### src/rtl/apx_add_sched_if.sv
// Bundle for apx_add_sched: requester handshake, adder drive/return, response and statistics.
// slave = scheduler side, master = requesters/adder/observer side.
interface apx_add_sched_if #(
    parameter int DATA_PATH_BITWIDTH = 32,
    parameter int CNT_WIDTH          = 32
) ();
    localparam int W = DATA_PATH_BITWIDTH;

    logic [1:0]           req_valid;
    logic [1:0]           req_ready;
    logic [1:0]           req_apx;
    logic [2*W-1:0]       req_a;
    logic [2*W-1:0]       req_b;
    logic                 force_acc;
    logic [W-1:0]         add_a;
    logic [W-1:0]         add_b;
    logic                 add_reg_en;
    logic [W-1:0]         add_c;
    logic                 rsp_valid;
    logic                 rsp_id;
    logic                 rsp_apx;
    logic [W-1:0]         rsp_data;
    logic [CNT_WIDTH-1:0] cnt_gated;
    logic [CNT_WIDTH-1:0] cnt_acc;
    logic [CNT_WIDTH-1:0] cnt_apx;

    modport slave (
        input  req_valid, req_apx, req_a, req_b, force_acc, add_c,
        output req_ready, add_a, add_b, add_reg_en,
        output rsp_valid, rsp_id, rsp_apx, rsp_data,
        output cnt_gated, cnt_acc, cnt_apx
    );

    modport master (
        output req_valid, req_apx, req_a, req_b, force_acc, add_c,
        input  req_ready, add_a, add_b, add_reg_en,
        input  rsp_valid, rsp_id, rsp_apx, rsp_data,
        input  cnt_gated, cnt_acc, cnt_apx
    );
endinterface

### src/rtl/apx_add_sched.sv
// Round-robin scheduler feeding a clock-gated adder: launches one op per cycle,
// controls the low-slice enable, returns tagged results after 2 cycles and keeps usage counters.
module apx_add_sched #(
    parameter int DATA_PATH_BITWIDTH = 32,
    parameter int CLKGATED_BITWIDTH  = 16,
    parameter int CNT_WIDTH          = 32
) (
    input logic            clk,
    input logic            rst,
    apx_add_sched_if.slave bus
);
    localparam int W = DATA_PATH_BITWIDTH;
    localparam int G = CLKGATED_BITWIDTH;
    localparam logic [W-1:0] HI_MASK = {{(W-G){1'b1}}, {G{1'b0}}};

    logic                 last;
    logic [1:0]           grant;
    logic                 launch;
    logic                 sel;
    logic                 apx;
    logic                 acc_launch;
    logic [W-1:0]         op_a;
    logic [W-1:0]         op_b;
    logic [W-1:0]         op_mask;
    logic [1:0]           hold;
    logic                 reg_en;
    logic                 v1, v2, id1, id2, apx1, apx2;
    logic [CNT_WIDTH-1:0] cnt_gated, cnt_acc, cnt_apx;

    // Priority goes to the requester that was not granted last.
    always_comb begin
        grant = 2'b00;
        if (last) begin
            if (bus.req_valid[0])      grant = 2'b01;
            else if (bus.req_valid[1]) grant = 2'b10;
        end else begin
            if (bus.req_valid[1])      grant = 2'b10;
            else if (bus.req_valid[0]) grant = 2'b01;
        end
    end

    assign launch     = |grant;
    assign sel        = grant[1];
    assign apx        = launch & bus.req_apx[sel] & ~bus.force_acc;
    assign acc_launch = launch & ~apx;

    assign op_a    = sel ? bus.req_a[2*W-1:W] : bus.req_a[W-1:0];
    assign op_b    = sel ? bus.req_b[2*W-1:W] : bus.req_b[W-1:0];
    assign op_mask = apx ? HI_MASK : {W{1'b1}};

    // Enable stays up two cycles past an accurate launch so the low slices get flushed to zero.
    assign reg_en = acc_launch | (hold != 2'd0);

    assign bus.req_ready  = grant;
    assign bus.add_a      = launch ? (op_a & op_mask) : '0;
    assign bus.add_b      = launch ? (op_b & op_mask) : '0;
    assign bus.add_reg_en = reg_en;

    always_ff @(posedge clk or negedge rst) begin
        if (!rst) begin
            last <= 1'b1;
            hold <= 2'd0;
        end else begin
            if (launch) last <= sel;
            if (acc_launch)          hold <= 2'd2;
            else if (hold != 2'd0)   hold <= hold - 2'd1;
        end
    end

    always_ff @(posedge clk or negedge rst) begin
        if (!rst) begin
            v1   <= 1'b0;
            v2   <= 1'b0;
            id1  <= 1'b0;
            id2  <= 1'b0;
            apx1 <= 1'b0;
            apx2 <= 1'b0;
        end else begin
            v1   <= launch;
            id1  <= sel & launch;
            apx1 <= apx;
            v2   <= v1;
            id2  <= id1;
            apx2 <= apx1;
        end
    end

    assign bus.rsp_valid = v2;
    assign bus.rsp_id    = id2;
    assign bus.rsp_apx   = apx2;
    assign bus.rsp_data  = v2 ? bus.add_c : '0;

    always_ff @(posedge clk or negedge rst) begin
        if (!rst) begin
            cnt_gated <= '0;
            cnt_acc   <= '0;
            cnt_apx   <= '0;
        end else begin
            if (!reg_en)    cnt_gated <= cnt_gated + CNT_WIDTH'(1);
            if (acc_launch) cnt_acc   <= cnt_acc + CNT_WIDTH'(1);
            if (apx)        cnt_apx   <= cnt_apx + CNT_WIDTH'(1);
        end
    end

    assign bus.cnt_gated = cnt_gated;
    assign bus.cnt_acc   = cnt_acc;
    assign bus.cnt_apx   = cnt_apx;
endmodule

### src/flat_wrapper.sv
// flat-port wrapper written by rule: the top's interface ports become plain ports
module apx_add_sched_flat 
#(
    parameter int DATA_PATH_BITWIDTH = 32,
    parameter int CLKGATED_BITWIDTH  = 16,
    parameter int CNT_WIDTH          = 32
)
  (clk, rst, bus_req_valid, bus_req_apx, bus_req_a, bus_req_b, bus_force_acc, bus_add_c, bus_req_ready, bus_add_a, bus_add_b, bus_add_reg_en, bus_rsp_valid, bus_rsp_id, bus_rsp_apx, bus_rsp_data, bus_cnt_gated, bus_cnt_acc, bus_cnt_apx);
  apx_add_sched_if #(.DATA_PATH_BITWIDTH(DATA_PATH_BITWIDTH), .CNT_WIDTH(CNT_WIDTH)) bus_i ();
  input logic clk;
  input logic rst;
  input wire logic [$bits(bus_i.req_valid)-1:0] bus_req_valid;
  input wire logic [$bits(bus_i.req_apx)-1:0] bus_req_apx;
  input wire logic [$bits(bus_i.req_a)-1:0] bus_req_a;
  input wire logic [$bits(bus_i.req_b)-1:0] bus_req_b;
  input wire logic [$bits(bus_i.force_acc)-1:0] bus_force_acc;
  input wire logic [$bits(bus_i.add_c)-1:0] bus_add_c;
  output wire logic [$bits(bus_i.req_ready)-1:0] bus_req_ready;
  output wire logic [$bits(bus_i.add_a)-1:0] bus_add_a;
  output wire logic [$bits(bus_i.add_b)-1:0] bus_add_b;
  output wire logic [$bits(bus_i.add_reg_en)-1:0] bus_add_reg_en;
  output wire logic [$bits(bus_i.rsp_valid)-1:0] bus_rsp_valid;
  output wire logic [$bits(bus_i.rsp_id)-1:0] bus_rsp_id;
  output wire logic [$bits(bus_i.rsp_apx)-1:0] bus_rsp_apx;
  output wire logic [$bits(bus_i.rsp_data)-1:0] bus_rsp_data;
  output wire logic [$bits(bus_i.cnt_gated)-1:0] bus_cnt_gated;
  output wire logic [$bits(bus_i.cnt_acc)-1:0] bus_cnt_acc;
  output wire logic [$bits(bus_i.cnt_apx)-1:0] bus_cnt_apx;
  assign bus_i.req_valid = bus_req_valid;
  assign bus_i.req_apx = bus_req_apx;
  assign bus_i.req_a = bus_req_a;
  assign bus_i.req_b = bus_req_b;
  assign bus_i.force_acc = bus_force_acc;
  assign bus_i.add_c = bus_add_c;
  assign bus_req_ready = bus_i.req_ready;
  assign bus_add_a = bus_i.add_a;
  assign bus_add_b = bus_i.add_b;
  assign bus_add_reg_en = bus_i.add_reg_en;
  assign bus_rsp_valid = bus_i.rsp_valid;
  assign bus_rsp_id = bus_i.rsp_id;
  assign bus_rsp_apx = bus_i.rsp_apx;
  assign bus_rsp_data = bus_i.rsp_data;
  assign bus_cnt_gated = bus_i.cnt_gated;
  assign bus_cnt_acc = bus_i.cnt_acc;
  assign bus_cnt_apx = bus_i.cnt_apx;
  apx_add_sched #(.DATA_PATH_BITWIDTH(DATA_PATH_BITWIDTH), .CLKGATED_BITWIDTH(CLKGATED_BITWIDTH), .CNT_WIDTH(CNT_WIDTH)) u_core (.clk(clk), .rst(rst), .bus(bus_i));
endmodule
### config.mk
export PLATFORM = sky130hd
export DESIGN_NAME = apx_add_sched_flat
export DESIGN_NICKNAME = d
export VERILOG_FILES = /design/src/rtl/apx_add_sched_if.sv /design/src/rtl/apx_add_sched.sv /design/src/flat_wrapper.sv
export SDC_FILE = /design/constraint.sdc
export NUM_CORES = 1
export LEC_CHECK = 0
export BUFFER_PORTS_ARGS = -buffer_cell sky130_fd_sc_hd__buf_2
export CAP_MARGIN = 20
export CORE_AREA = 3 3 142 144
export CTS_BUF_LIST = sky130_fd_sc_hd__clkbuf_16
export DETAILED_ROUTE_END_ITERATION = 7
export DIE_AREA = 0 0 145 147
export SETUP_SLACK_MARGIN = 0.5
export SLEW_MARGIN = 10
export SYNTH_ARGS = -nofsm -noshare
export SYNTH_HDL_FRONTEND = slang
export SYNTH_SLANG_ARGS = --single-unit
### constraint.sdc
create_clock -name clk -period 2.6 [get_ports clk]
set_clock_uncertainty 0.05 [all_clocks]
set_input_delay 0.52 -clock clk [delete_from_list [all_inputs] [get_ports clk]]
set_output_delay 0.52 -clock clk [all_outputs]
set_load 0.005 [all_outputs]
==> reports/qor.yml <==
drv_slew: 0
wl_per_cell_um: 17.0
wl_met1_um: 8610
hpwlAfterDp_um: 16700
pre_cts_ws_ns: 0.157
fin_crit_ns: 2.33
outcome: "complete, no violations"
cellPowerDensity_nw_per_um2: 507
p_leak_nw: 4.79
async_flop_share_pct: 100
final_hold_viol_count: 0
grt_setup_unrepaired: "true"
synthTopCellsByCount: "nand2_1, dfrtp_1, xnor2_1"
crit_fanout: 10
p_sw_mw: 1.55
syn_avg_cell_area_sq_um: 8.71
numCtsBuffers: 9
place_area_sq_um: 8200
num_vias: 6261
track_usage_pct: 19.8
final_util_pct: 49.3
synth_seq_cells: 105
wl_met2_um: 11600
crit_type: "flip-flop to output port"
synth_warnings: 0
tns_ns: 0
ys_types: 44
antenna_found_initial: 6
area_delta_synth_final_pct: 59.2
dieArea_sq_um: 21300
worstReg2RegStart: "u_core.last"
grt_pass1_vias: 6186
die_y_um: 147
critPathArrivalTime_ns: 1.76
dp_cells: 1283
grt_overflow: 0
ys_seq_area_share_pct: 45.1
final_antenna_net_count: 0
place_congestion: 0.829
setup.worst_path.end_class: "output port"
netlist_area_sq_um: 5830
final_cells: 1331
setup_viol: 0
wl_um: 22600
worst_slew_pin_slew_ns: 0.478
relSlewSlack_pct: 67.9
max_freq_ghz: 0.428
core_sq_um: 18800
setup_slack_ns: 0.265
netSwitchingFraction_pct: 32.9
synth_edf_count: 0
pwr-share-comb_pct: 29.7
pin_count: 365
max_cap_viol_count: 0
start_util_pct: 31.0
tritoncts: "yes"
ir_drop_mv: 0.279
grt_max_degree: 48
synth_area_leader_cell: "dfrtp_1"
drive_gt1_share_pct: 49.8
cts.sinks: 105
reg2regPathDepth: 10
clkLatencyLatePin_ns: 0.36
final_area_sq_um: 9290
synth-main-ff-cell: "dfrtp_1"
firstDrtPassIters: 5
critPathLaunchType: "flip-flop"
drc_errors: 0
top_layer: "met5"
nNetsFinal: 1232
row_count: 50
cts-root-buf: "clkbuf_16"
die_x_um: 145
synth_area_leaders: "dfrtp_1, nand2_1, xnor2_1"
yosysMostFrequentCell: "nand2_1"
p_seq_share_pct: 42.4
dr_wl_met3_um: 1630
htreeDepth: 3
cts_buffer_depth: 2
power.internal_mw: 3.16
clk_pin_slew_ns: 0.08
power_frac_clock_pct: 27.9
cp-startpoint: "u_core.last"
via_per_inst: 4.70
synth_cells: 670
hold_class: "input port to asynchronous set/reset pin"
nFillCells: 1821
drt-initial-drc-count: 253
required_ns: 2.03
period_share_pct: 89.8
io_buffers: 364
syn-num-nets: 841
synth_top_area_share_pct: 44.6
grt_pass1_wl_um: 34000
-- power by group through the flow --
stage          sequential [mW]  clock (mW)  combinational, mW
4_1_cts                   2.00        1.35               1.33
5_1_grt                   2.03        1.41               1.53
6_report                  2.00        1.32               1.40
2_1_floorplan             2.00           0              0.584
3_3_place_gp              2.03           0               1.16
3_5_place_dp              2.03           0               1.17
-- flip-flops by register name, indices dropped and copies added, names as in the netlist --
register              flops
u_core.bus.rsp_valid      1
u_core.last               1
u_core.hold               2
u_core.v1                 1
u_core.bus.rsp_id         1
u_core.bus.rsp_apx        1
u_core.apx1               1
u_core.id1                1
u_core.bus.cnt_gated     32
u_core.bus.cnt_apx       32
u_core.bus.cnt_acc       32
-- critical path, cell delays in order, from the launching register on --
cell,delay [ns]
dfstp_2,0.54
buf_4,0.12
nand2_4,0.07
nand2_8,0.13
inv_16,0.08
buf_16,0.16
nand2_1,0.11
a21oi_2,0.06
buf_2,0.12
-- cell families after synthesis --
kind of cell | Yosys count | share of synthesized area (%)
buf+inv | 46 | 3.09
flops | 105 | 45.1
compound gates | 74 | 7.10
xor+xnor | 94 | 14.1
mux | 2 | 0.386
fa+ha+maj | 4 | 0.858
simple gates | 345 | 29.4
-- path summary, 6_finish.rpt --
path / endpoint / slack (ns)
min in group clk: u_core.bus.rsp_apx / 0.30
setup reg to reg: u_core.bus.cnt_apx[21] / 0.36
max in group asynchronous: u_core.bus.cnt_gated[1] / 1.71
hold reg to reg: u_core.bus.rsp_apx / 0.30
setup / recovery: bus_add_b[1] / 0.27
hold / removal: u_core.bus.cnt_apx[27] / 0.06
-- routing by layer --
layer | up-vias | GRT usage (%)
met3 | 39 | 5.40
met4 | 2 | 7.89
met5 | - | 0
met1 | 2897 | 22.2
met2 | 273 | 35.8
li1 | 3050 | -
-- cell type report --
type                       instances  area (sq um)  area share, %
antenna                            5          12.5          0.135
clock buffer                       9           225           2.42
clock inverter                     7          52.6          0.566
inverter                          13          65.1          0.700
multi-input combinational        519          3470           37.4
sequential                       105          2630           28.3
tap                              260           325           3.50
timing repair buffer             411          2480           26.7
timing repair inverter             2          25.0          0.269
-- repair_timing --
| item | 4_1_cts | 5_1_grt |
|---|---|---|
| hold buffers | 0 | 0 |
| pin swaps | 5 | 11 |
| setup endpoints to repair | 73 | 105 |
| resized for setup | 73 | 60 |
| gates cloned | 7 | 6 |
| buffers inserted | 7 | 7 |
-- per-stage QoR --
| step | hold WS (ns) | power (mW) |
|---|---|---|
| final | 0.0588 | 4.71 |
| after global routing | 0.0815 | 4.98 |
| after CTS | 0.0631 | 4.68 |
| after detailed placement | 0.289 | 3.20 |
| after global placement | 0.282 | 3.19 |
| after floorplan | 0.174 | 2.58 |
-- cells in the final DEF (no fill, tap or decap), drive strengths merged, types with 3 or more instances in the layout --
| cell | Yosys | routed |
|---|---|---|
| or3 | 3 | 3 |
| nor4 | 9 | 9 |
| and2 | 37 | 37 |
| a21oi | 33 | 33 |
| ha | 4 | 4 |
| and4 | 4 | 4 |
| dfrtp | 104 | 104 |
| and3 | 18 | 18 |
| buf | 10 | 407 |
| nand2 | 162 | 162 |
| o21ai | 33 | 33 |
| xor2 | 30 | 30 |
| diode | 0 | 5 |
| nand4 | 32 | 32 |
| nand3 | 36 | 36 |
| nor3 | 15 | 15 |
| inv | 13 | 18 |
| clkinv | 0 | 4 |
| clkbuf | 23 | 13 |
| nor2 | 19 | 19 |
| xnor2 | 64 | 64 |
Note: power is estimated with default switching activity, not from simulation.
